[config.mk]
export PLATFORM = sky130hd
export DESIGN_NAME = branch_resolver
export DESIGN_NICKNAME = d
export VERILOG_FILES = /design/src/rtl/branch_resolver.sv
export SDC_FILE = /design/constraint.sdc
export NUM_CORES = 1
export LEC_CHECK = 0
export CAP_MARGIN = 20
export CORE_MARGIN = 8
export CORE_UTILIZATION = 41
export DETAILED_ROUTE_END_ITERATION = 16
export PLACE_DENSITY_LB_ADDON = 0.25
export SKIP_CTS_REPAIR_TIMING = 1
export SLEW_MARGIN = 20
export SYNTH_ARGS = -nofsm -noshare
export SYNTH_HDL_FRONTEND = slang
export SYNTH_SLANG_ARGS = --single-unit
export TNS_END_PERCENT = 20
[constraint.sdc]
create_clock -name clk -period 2.87 [get_ports clk]
set_input_delay 0.7175 -clock clk [delete_from_list [all_inputs] [get_ports clk]]
set_output_delay 0.7175 -clock clk [all_outputs]
set_load 0.02 [all_outputs]
[src/rtl/branch_resolver.sv]
// branch_resolver
//   Keeps the S/Z/C/V flag register that the ALU Outcond bus writes. Resolves
//   simple conditional branches against those flags, one branch at a time. It
//   reports taken/not-taken as a one-cycle pulse. For a taken branch it holds
//   a PC redirect toward fetch until fetch acknowledges it.
//
//   Optional feature: define FLAG_BYPASS_EN. Then a flag write in the EVAL
//   cycle (flag_we=1) is forwarded into the condition evaluation. Without it,
//   evaluation always uses the registered flags.
//
// Ports
//   clk, rst        clock; synchronous active-high reset
//   flag_we/flag_in flag register write {S,Z,C,V}
//   flags_out       current flag register
//   br_valid/br_ready, br_cond, br_disp, pc_in   branch offer from decode
//   flush           abort the branch in flight
//   resolve_valid/taken                          one-cycle resolution pulse
//   redirect_valid/redirect_pc/redirect_ack      redirect handshake to fetch
module branch_resolver #(
  parameter int unsigned PC_W   = 16,
  parameter int unsigned DISP_W = 8
) (
  input  logic              clk,
  input  logic              rst,
  input  logic              flag_we,
  input  logic [3:0]        flag_in,
  output logic [3:0]        flags_out,
  input  logic              br_valid,
  output logic              br_ready,
  input  logic [2:0]        br_cond,
  input  logic [DISP_W-1:0] br_disp,
  input  logic [PC_W-1:0]   pc_in,
  input  logic              flush,
  output logic              resolve_valid,
  output logic              taken,
  output logic              redirect_valid,
  output logic [PC_W-1:0]   redirect_pc,
  input  logic              redirect_ack
);

  typedef enum logic [1:0] {StIdle, StEval, StRedirect} state_e;

  state_e              state_q, state_d;
  logic [3:0]          flags_q;
  logic [2:0]          cond_q;
  logic [DISP_W-1:0]   disp_q;
  logic [PC_W-1:0]     pc_q;
  logic                resolve_q, resolve_d;
  logic                taken_q, taken_d;
  logic [PC_W-1:0]     redirect_pc_q, redirect_pc_d;
  logic                latch_en;

  logic                eval_s, eval_z, eval_v;
  logic                cond_met;
  logic [PC_W-1:0]     disp_ext;
  logic [PC_W-1:0]     target;

  // Flags that the condition sees. The register itself is updated the same
  // way in both variants.
`ifdef FLAG_BYPASS_EN
  assign eval_s = flag_we ? flag_in[3] : flags_q[3];
  assign eval_z = flag_we ? flag_in[2] : flags_q[2];
  assign eval_v = flag_we ? flag_in[0] : flags_q[0];
`else
  assign eval_s = flags_q[3];
  assign eval_z = flags_q[2];
  assign eval_v = flags_q[0];
`endif

  always_comb begin
    cond_met = 1'b0;
    case (cond_q)
      3'b000:  cond_met = eval_z;
      3'b001:  cond_met = eval_s ^ eval_v;
      3'b010:  cond_met = eval_z | (eval_s ^ eval_v);
      3'b011:  cond_met = ~eval_z;
      3'b100:  cond_met = 1'b1;
      default: cond_met = 1'b0;
    endcase
  end

  // The target wraps modulo 2^PC_W.
  assign disp_ext = {{(PC_W-DISP_W){disp_q[DISP_W-1]}}, disp_q};
  assign target   = pc_q + PC_W'(1) + disp_ext;

  always_comb begin
    state_d       = state_q;
    resolve_d     = 1'b0;
    taken_d       = 1'b0;
    redirect_pc_d = redirect_pc_q;
    latch_en      = 1'b0;
    case (state_q)
      StIdle: begin
        // flush in IDLE blocks acceptance for that cycle.
        if (br_valid && !flush) begin
          latch_en = 1'b1;
          state_d  = StEval;
        end
      end
      StEval: begin
        if (flush) begin
          state_d = StIdle;
        end else begin
          resolve_d = 1'b1;
          taken_d   = cond_met;
          if (cond_met) begin
            redirect_pc_d = target;
            state_d       = StRedirect;
          end else begin
            state_d = StIdle;
          end
        end
      end
      StRedirect: begin
        if (flush || redirect_ack) state_d = StIdle;
      end
      default: state_d = StIdle;
    endcase
  end

  always_ff @(posedge clk) begin
    if (rst) begin
      state_q       <= StIdle;
      flags_q       <= 4'b0000;
      cond_q        <= 3'b000;
      disp_q        <= '0;
      pc_q          <= '0;
      resolve_q     <= 1'b0;
      taken_q       <= 1'b0;
      redirect_pc_q <= '0;
    end else begin
      state_q       <= state_d;
      resolve_q     <= resolve_d;
      taken_q       <= taken_d;
      redirect_pc_q <= redirect_pc_d;
      if (flag_we) flags_q <= flag_in;
      if (latch_en) begin
        cond_q <= br_cond;
        disp_q <= br_disp;
        pc_q   <= pc_in;
      end
    end
  end

  assign flags_out      = flags_q;
  assign br_ready       = (state_q == StIdle);
  assign resolve_valid  = resolve_q;
  assign taken          = taken_q;
  assign redirect_valid = (state_q == StRedirect);
  assign redirect_pc    = redirect_pc_q;

endmodule

==> Word level (Yosys, flattened, before mapping) <==
Index checks and enable logic that the tools add are counted.
{ "classes": {"add_sub_neg": 2, "bitwise": 5, "n_eq_ne": 8, "reduce_logical": 9, "mux": 9} }
{ "ops": {"columns": ["cell", "n"], "rows": [
  ["$add 16x1->16 const B", 1],
  ["$add 16x16->16", 1],
  ["$mux 2", 4],
  ["$eq 3x2->1 const B", 2],
  ["$pmux 2 s3", 1],
  ["$pmux 1 s5", 1],
  ["$ne 2x1->1 const B", 2],
  ["$eq 3x1->1 const B", 1],
  ["$eq 3x3->1 const B", 1],
  ["$logic_not 3->1", 1],
  ["$mux 1", 3],
  ["$not 1->1", 3],
  ["$reduce_and 3->1", 1],
  ["$reduce_or 3->1", 1],
  ["$eq 2x1->1 const B", 1],
  ["$eq 2x2->1 const B", 1],
  ["$logic_not 2->1", 1],
  ["$reduce_and 2->1", 1],
  ["$reduce_or 2->1", 1],
  ["$logic_and 1x1->1", 1],
  ["$logic_not 1->1", 1],
  ["$logic_or 1x1->1", 1],
  ["$or 1x1->1", 1],
  ["$xor 1x1->1", 1]
]} }
{ "totals": {"out_inout_bits": 24, "in_bits": 37, "wordCells": 41, "regBits": 51} }

==> Depth between registers and ports, before layout <==
Gate-level depths: netlist of the first run.
{ "depth": {"depth_word": 6, "depth_mapped": 9, "mapped_depth_nobuf": 9} }

==> Worst setup path after synthesis of the first run <==
OpenSTA, ideal clock, no wires.
{ "synth_timing": {"path_kind": "reg2reg", "start": "register disp_q[0]", "end": "register redirect_pc_q[8], in the netlist redirect_pc[8]", "t_required_ps": 2797, "setup_ps": 73, "path_slack_ps": 671, "path_buffers": 0, "period_less_slack_ps": 2199, "t_arrival_ps": 2126, "stages_incl_launch_ff": 10, "cell_sequence": "dfxtp_1 -> inv_1 -> ha_1 -> inv_1 -> fa_1 -> a21o_1 -> a311o_1 -> a21o_1 -> a2111o_1 -> o211ai_2"} }
{ "synth_via": {"elab_chain_len": 1} }
{ "synth_lines": {"columns": ["element", "line_no", "source"], "rows": [
  ["start: declaration", "46", "logic [DISP_W-1:0] disp_q;"],
  ["start signal: assignment", "139", "disp_q <= br_disp;"],
  ["$add 16x16->16", "84", "assign target = pc_q + PC_W'(1) + disp_ext;"],
  ["end signal: assignment", "135", "redirect_pc_q <= redirect_pc_d;"],
  ["end: declaration", "50", "logic [PC_W-1:0] redirect_pc_q, redirect_pc_d;"]
]} }
No other way between the ends.
A chain may end at the register's enable or synchronous reset.

==> Worst setup path in the final report of the first run <==
{ "layout_timing": {"start": "register disp_q[0]", "end": "register redirect_pc_q[14], in the netlist redirect_pc[14]"} }
The elaborated chain is that of the path after synthesis.

==> metrics.md, run 1 <==
| Metric | Value |
|---|---|
| Outcome | `finished clean` |
| First-pass GRT wire length | `11200 µm` |
| Post-DP HPWL | `4940 µm` |
| Antenna Nets Post-Route | `0` |
| HP Class | `reg -> reg` |
| Die Height | `97.5 µm` |
| Clock-pin slew on the worst setup and hold paths | `100 ps` |
| Clock Path Buffers | `2` |
| IO Pins | `61` |
| Final setup viols | `0` |
| GRT Total Usage | `13.7%` |
| Tmin final | `2450 ps` |
| CTS tree | `done` |
| Distinct cells, synth | `56` |
| MaxCap Viol Count | `0` |
| CTS root buffer | `clkbuf_8` |
| Worst slew pin tran | `624 ps` |
| Critical path type | `reg -> reg` |
| EDFF count, synth | `0` |
| Pre-antenna DRT Iters | `4` |
| Initial antenna violation count | `0` |
| Slew Limit Fails | `0` |
| Layout area overhead | `28.2%` |
| Leak | `1.32 nW` |
| Crit path max fanout | `4` |
| CTS Sinks | `51` |
| Via count | `2464` |
| Seq/Total Area, Yosys | `37.5%` |
| Largest net degree at the start of global routing | `38` |
| First DRT Iteration DRCs | `141` |
| Final net count | `439` |
| ANT cells | `0` |
| Synth Cell Area | `2720 µm²` |
| Slew headroom | `58.4%` |
| Critical-path top delay cell | `fa_1` |
| Critical Path Sink Type | `register` |
| Synth Flop Type | `dfxtp_1` |
| Syn_nets | `383` |
| Most common cell after layout, fill and taps aside | `nand2_1` |
| Commonest cells after routing, fill and taps aside | `73 x nand2_1, 59 x clkdlybuf4s50_1, 51 x dfxtp_1` |
| Top cell type's share of synthesized area | `37.5%` |
| Register bit count reported by yosys | `51` |
| Sum Neg Setup Slack | `0 ps` |
| Drc violations | `0` |
| Filler cells | `605` |
| Worst Clk Skew | `6.40 ps` |
| Yosys warning total | `0` |
| Grt ovf | `0` |
| Fmax | `0.408 GHz` |
| Area of the core | `6390 µm²` |
| PwrDens | `426 nW/µm²` |
| Mean Syn Cell Area | `8.25 µm²` |
| Critical path's top delay family | `compound AO/OA/AOI/OAI gates` |
| Clk_lat worst skew | `320 ps` |
| Hold WS | `459 ps` |
| Final Hold Viols | `0` |
| Top post-synthesis cells by area | `dfxtp_1 38%, nand2_1 10%, a21oi_1 9.2%` |
| Worst path cell trace | `inv_1 > ha_1 > inv_1 > fa_1 > a21o_1 > a311o_1 > a211oi_1 > o21ai_0 > a311oi_1` |
| Worst Setup Start Kind | `register` |
| Cell taking the most area after synthesis | `dfxtp_1` |
| CTS buffer count | `5` |
| Layout cells sized above 1 | `7.24%` |
| Port-buffer cells | `60` |
| Unrepaired setup endpoints after global routing | `no` |
| Vias in the first global route | `2454` |
| GP Congestion | `0.874` |
| Critical path required time | `3090 ps` |
| Starting density of the core | `42.6%` |
| Tcrit/Tclk final | `85.4%` |
| Max IR drop VDD | `243 µV` |
| Total Wirelength | `6570 µm` |
| Via/cell ratio | `5.31` |
| Crit-path max cell delay | `400 ps` |
| Die Wd | `97.5 µm` |
| WL/cell | `14.1 µm` |
| CTS H-tree depth | `2` |
| Post-synth ARST share | `0%` |
| Most frequent CP cell | `inv_1` |
| Area of the die | `9500 µm²` |
| FP Rows | `29` |
| WP data arrival | `2670 ps` |
| Cells after Synth | `330` |
| WP buf/inv | `2` |
[synthesized netlist by cell type, drive strengths merged (5+ instances only)]
master / count
buf: 7
nor2: 20
o21ai: 14
ha: 15
o211ai: 6
clkbuf: 9
or3: 5
dfxtp: 51
inv: 5
a21oi: 50
a211oi: 6
nand2: 73
nand3b: 7
[cell type report]
class	count	area (µm²)	share of cell area [%]
clock buffer	5	68.8	1.97
timing repair buffer	65	646	18.5
tap	77	96.3	2.76
multi-input combinational	258	1590	45.6
inverter	5	18.8	0.538
sequential	51	1020	29.3
clock inverter	3	47.5	1.36
[report_power, final]
| group | switching, mW | internal, mW |
|---|---|---|
| clock network | 0.257 | 0.265 |
| logic | 0.106 | 0.108 |
| registers | 0.0182 | 0.731 |
[metal layers]
layer	track usage, %	routed length [µm]	vias to the layer above
met2	22.2	3030	51
met1	17.2	3120	1123
met5	0	0	-
met3	3.91	349	5
li1	-	-	1285
met4	3.73	63	0
[through the flow]
stage / instance area (µm²) / util (%) / setup slack, ps / power, mW / instances
global route: 3490 / 54.6 / 293 / 1.55 / 464
finish: 3490 / 54.6 / 419 / 1.48 / 464
global placement: 3370 / 52.8 / 288 / 0.978 / 456
detailed placement: 3370 / 52.8 / 244 / 0.981 / 456
CTS: 3490 / 54.6 / 406 / 1.50 / 464
floorplan: 2720 / - / 671 / 0.890 / 330
[worst reg2reg max path, stage by stage, from the launching register on]
cell	delay (ps)
dfxtp_1	320
inv_1	50
ha_1	150
inv_1	50
fa_1	400
a21o_1	250
a311o_1	400
a211oi_1	280
o21ai_0	140
a311oi_1	300
[logic make-up (layout without fill, tap and decap cells)]
logic type,count (synthesis),after routing,share of synthesized area (%)
AO/OA/AOI/OAI,99,99,23.9
XOR/XNOR,6,6,1.93
adder cells (fa/ha/maj),16,16,7.63
buffers and inverters,21,78,4.37
flip-flops,51,51,37.5
multiplexers,4,4,1.47
AND/OR/NAND/NOR,133,133,23.2
[worst paths after layout]
| path | slack, ps | from | to | cells past startpoint |
|---|---|---|---|---|
| max | 420 | disp_q[0] | redirect_pc[14] | 9 |
| min | 460 | pc_q[0] | pc_q[0] | 2 |
| max reg2reg | 420 | disp_q[0] | redirect_pc[14] | 9 |
| min reg2reg | 460 | pc_q[0] | pc_q[0] | 2 |
[registers in the layout, summed over array words and instances, names as in the netlist]
| name | flops |
|---|---|
| pc_q | 16 |
| redirect_pc | 16 |
| disp_q | 8 |
| flags_out | 4 |
| cond_q | 3 |
| state_q | 2 |
| resolve_valid | 1 |
| taken | 1 |
(Power assumes the default switching activity.)
==> inputs of run 2 (changes only) <==
Settings changed: SETUP_SLACK_MARGIN from default to 0.2.
Clock period 2.87 ns to 2.7 ns, I/O delays scaled along.
==> metrics.md, run 2 (synthesized netlist as in run 1, its figures left out) <==
| Metric | Value |
|---|---|
| Outcome | `finished clean` |
| Commonest cells after routing, fill and taps aside | `73 x nand2_1, 59 x clkdlybuf4s50_1, 50 x a21oi_1, 50 x dfxtp_1, 20 x nor2_1` |
| PwrDens | `445 nW/µm²` |
| First DRT Iteration DRCs | `132` |
| Die Wd | `97.5 µm` |
| Area taken by flip-flops and latches | `1020 µm²` |
| CTS tree | `done` |
| Port-buffer cells | `60` |
| Drc violations | `0` |
| Final setup viols | `0` |
| Sum Neg Setup Slack | `0 ps` |
| Post-DP HPWL | `5120 µm` |
| Max IR drop VDD | `216 µV` |
| Layout cells sized above 1 | `7.75%` |
| Final Hold Viols | `0` |
| Filler cells | `606` |
| Critical path required time | `2940 ps` |
| WP data arrival | `2620 ps` |
| Internal power | `1.16 mW` |
| CTS root buffer | `clkbuf_8` |
| Worst slew pin tran | `610 ps` |
| Worst Clk Skew | `10.8 ps` |
| Initial antenna violation count | `0` |
| MaxCap Viol Count | `0` |
| Die Height | `97.5 µm` |
| Clock Path Buffers | `2` |
| Tcrit/Tclk final | `88.1%` |
| Reg power frac | `51.3%` |
| HP Class | `reg -> reg` |
| Layout Utilization | `54.7%` |
| Slew headroom | `59.3%` |
| Multi-input gate area | `1600 µm²` |
| Fin cells | `464` |
| Post-place setup slack | `229 ps` |
| Crit path max fanout | `4` |
| Final net count | `440` |
| IO Pins | `61` |
| ANT cells | `0` |
| CTS H-tree depth | `2` |
| Pwr Total | `1.55 mW` |
| Most common cell after layout, fill and taps aside | `nand2_1` |
| Slew Limit Fails | `0` |
| Layout area overhead | `28.3%` |
| Area of the core | `6390 µm²` |
| Final WS setup | `320 ps` |
| Antenna Nets Post-Route | `0` |
| Combinational share of power | `14.7%` |
| Via/cell ratio | `5.32` |
| FP Rows | `29` |
| GRT Total Usage | `14.2%` |
| Via count | `2468` |
| Vias in the first global route | `2419` |
| R2R cell count | `9` |
| WHS Path Cells | `2` |
| Switching Share | `25.1%` |
| Critical Path Sink Type | `register` |
| Tmin final | `2380 ps` |
| Largest net degree at the start of global routing | `37` |
| GP Congestion | `0.828` |
| Grt ovf | `0` |
| CTS buffer count | `5` |
| Placed cell count | `457` |
| Clk_lat worst skew | `310 ps` |
| Fmax | `0.420 GHz` |
| Clock-pin slew on the worst setup and hold paths | `90 ps` |
| Area of the die | `9500 µm²` |
| Worst Setup Start Kind | `register` |
| Unrepaired setup endpoints after global routing | `yes` |
| First-pass GRT wire length | `11500 µm` |
| WL/cell | `14.4 µm` |
| Total Wirelength | `6670 µm` |
| Critical path type | `reg -> reg` |
| Pre-antenna DRT Iters | `4` |
| Leak | `1.32 nW` |
| Starting density of the core | `42.6%` |
| Net Sw Power | `0.390 mW` |
| Clock network fraction of total power | `34.0%` |
| CTS Sinks | `51` |
## run 2: cell count changes in the layout (fill, tap and decap cells not counted), sizes merged
cell / change
buf: +1
inv: -1
clkinv: -1
clkinvlp: +1
## run 2: per-layer routing
layer  vias to the layer above  GRT usage, %  part of all wire (%)  wire [µm]
li1                       1282             -                     -          -
met1                      1125          18.1                    48       3230
met2                        52          22.3                    46       3040
met3                         9          3.70                   4.4        293
met4                         0          5.13                   1.5        102
met5                         -             0                     0          0
## run 2: path summary, 6_finish.rpt
path | endpoint | start | slack, ps
worst max register to register | redirect_pc[10] | disp_q[0] | 320
worst min register to register | disp_q[0] | disp_q[0] | 460
worst max-delay path | redirect_pc[10] | disp_q[0] | 320
worst min-delay path | disp_q[0] | disp_q[0] | 460
## run 2: area by class of cell
class	instances	area share, %
Multi-Input combinational cell	258	45.7
Sequential cell	51	29.3
Timing Repair Buffer	66	18.7
Tap cell	77	2.76
Clock buffer	5	1.97
Clock inverter	2	1.07
Inverter	5	0.537
## run 2: through the flow
step	cell area (µm²)	hold slack, ps
finish	3490	457
global route	3490	476
CTS	3490	460
detailed placement	3380	446
global placement	3380	440
floorplan	2720	433
## run 2: worst max-delay path, cell delays in order, from the launching register on
cell and delay [ps]:
dfxtp_1 320, inv_1 50, ha_1 160, inv_1 50, fa_1 410, a21o_1 250
a311oi_2 330, nor3_1 160, or4_1 500, o211ai_2 80
## run 2: power groups by stage
stage               Combinational [mW]  Sequential (mW)  Clock [mW]
floorplan                        0.130            0.817           0
global placement                 0.228            0.814           0
detailed placement               0.232            0.815           0
CTS                              0.232            0.797       0.541
global route                     0.255            0.801       0.577
finish                           0.229            0.797       0.529
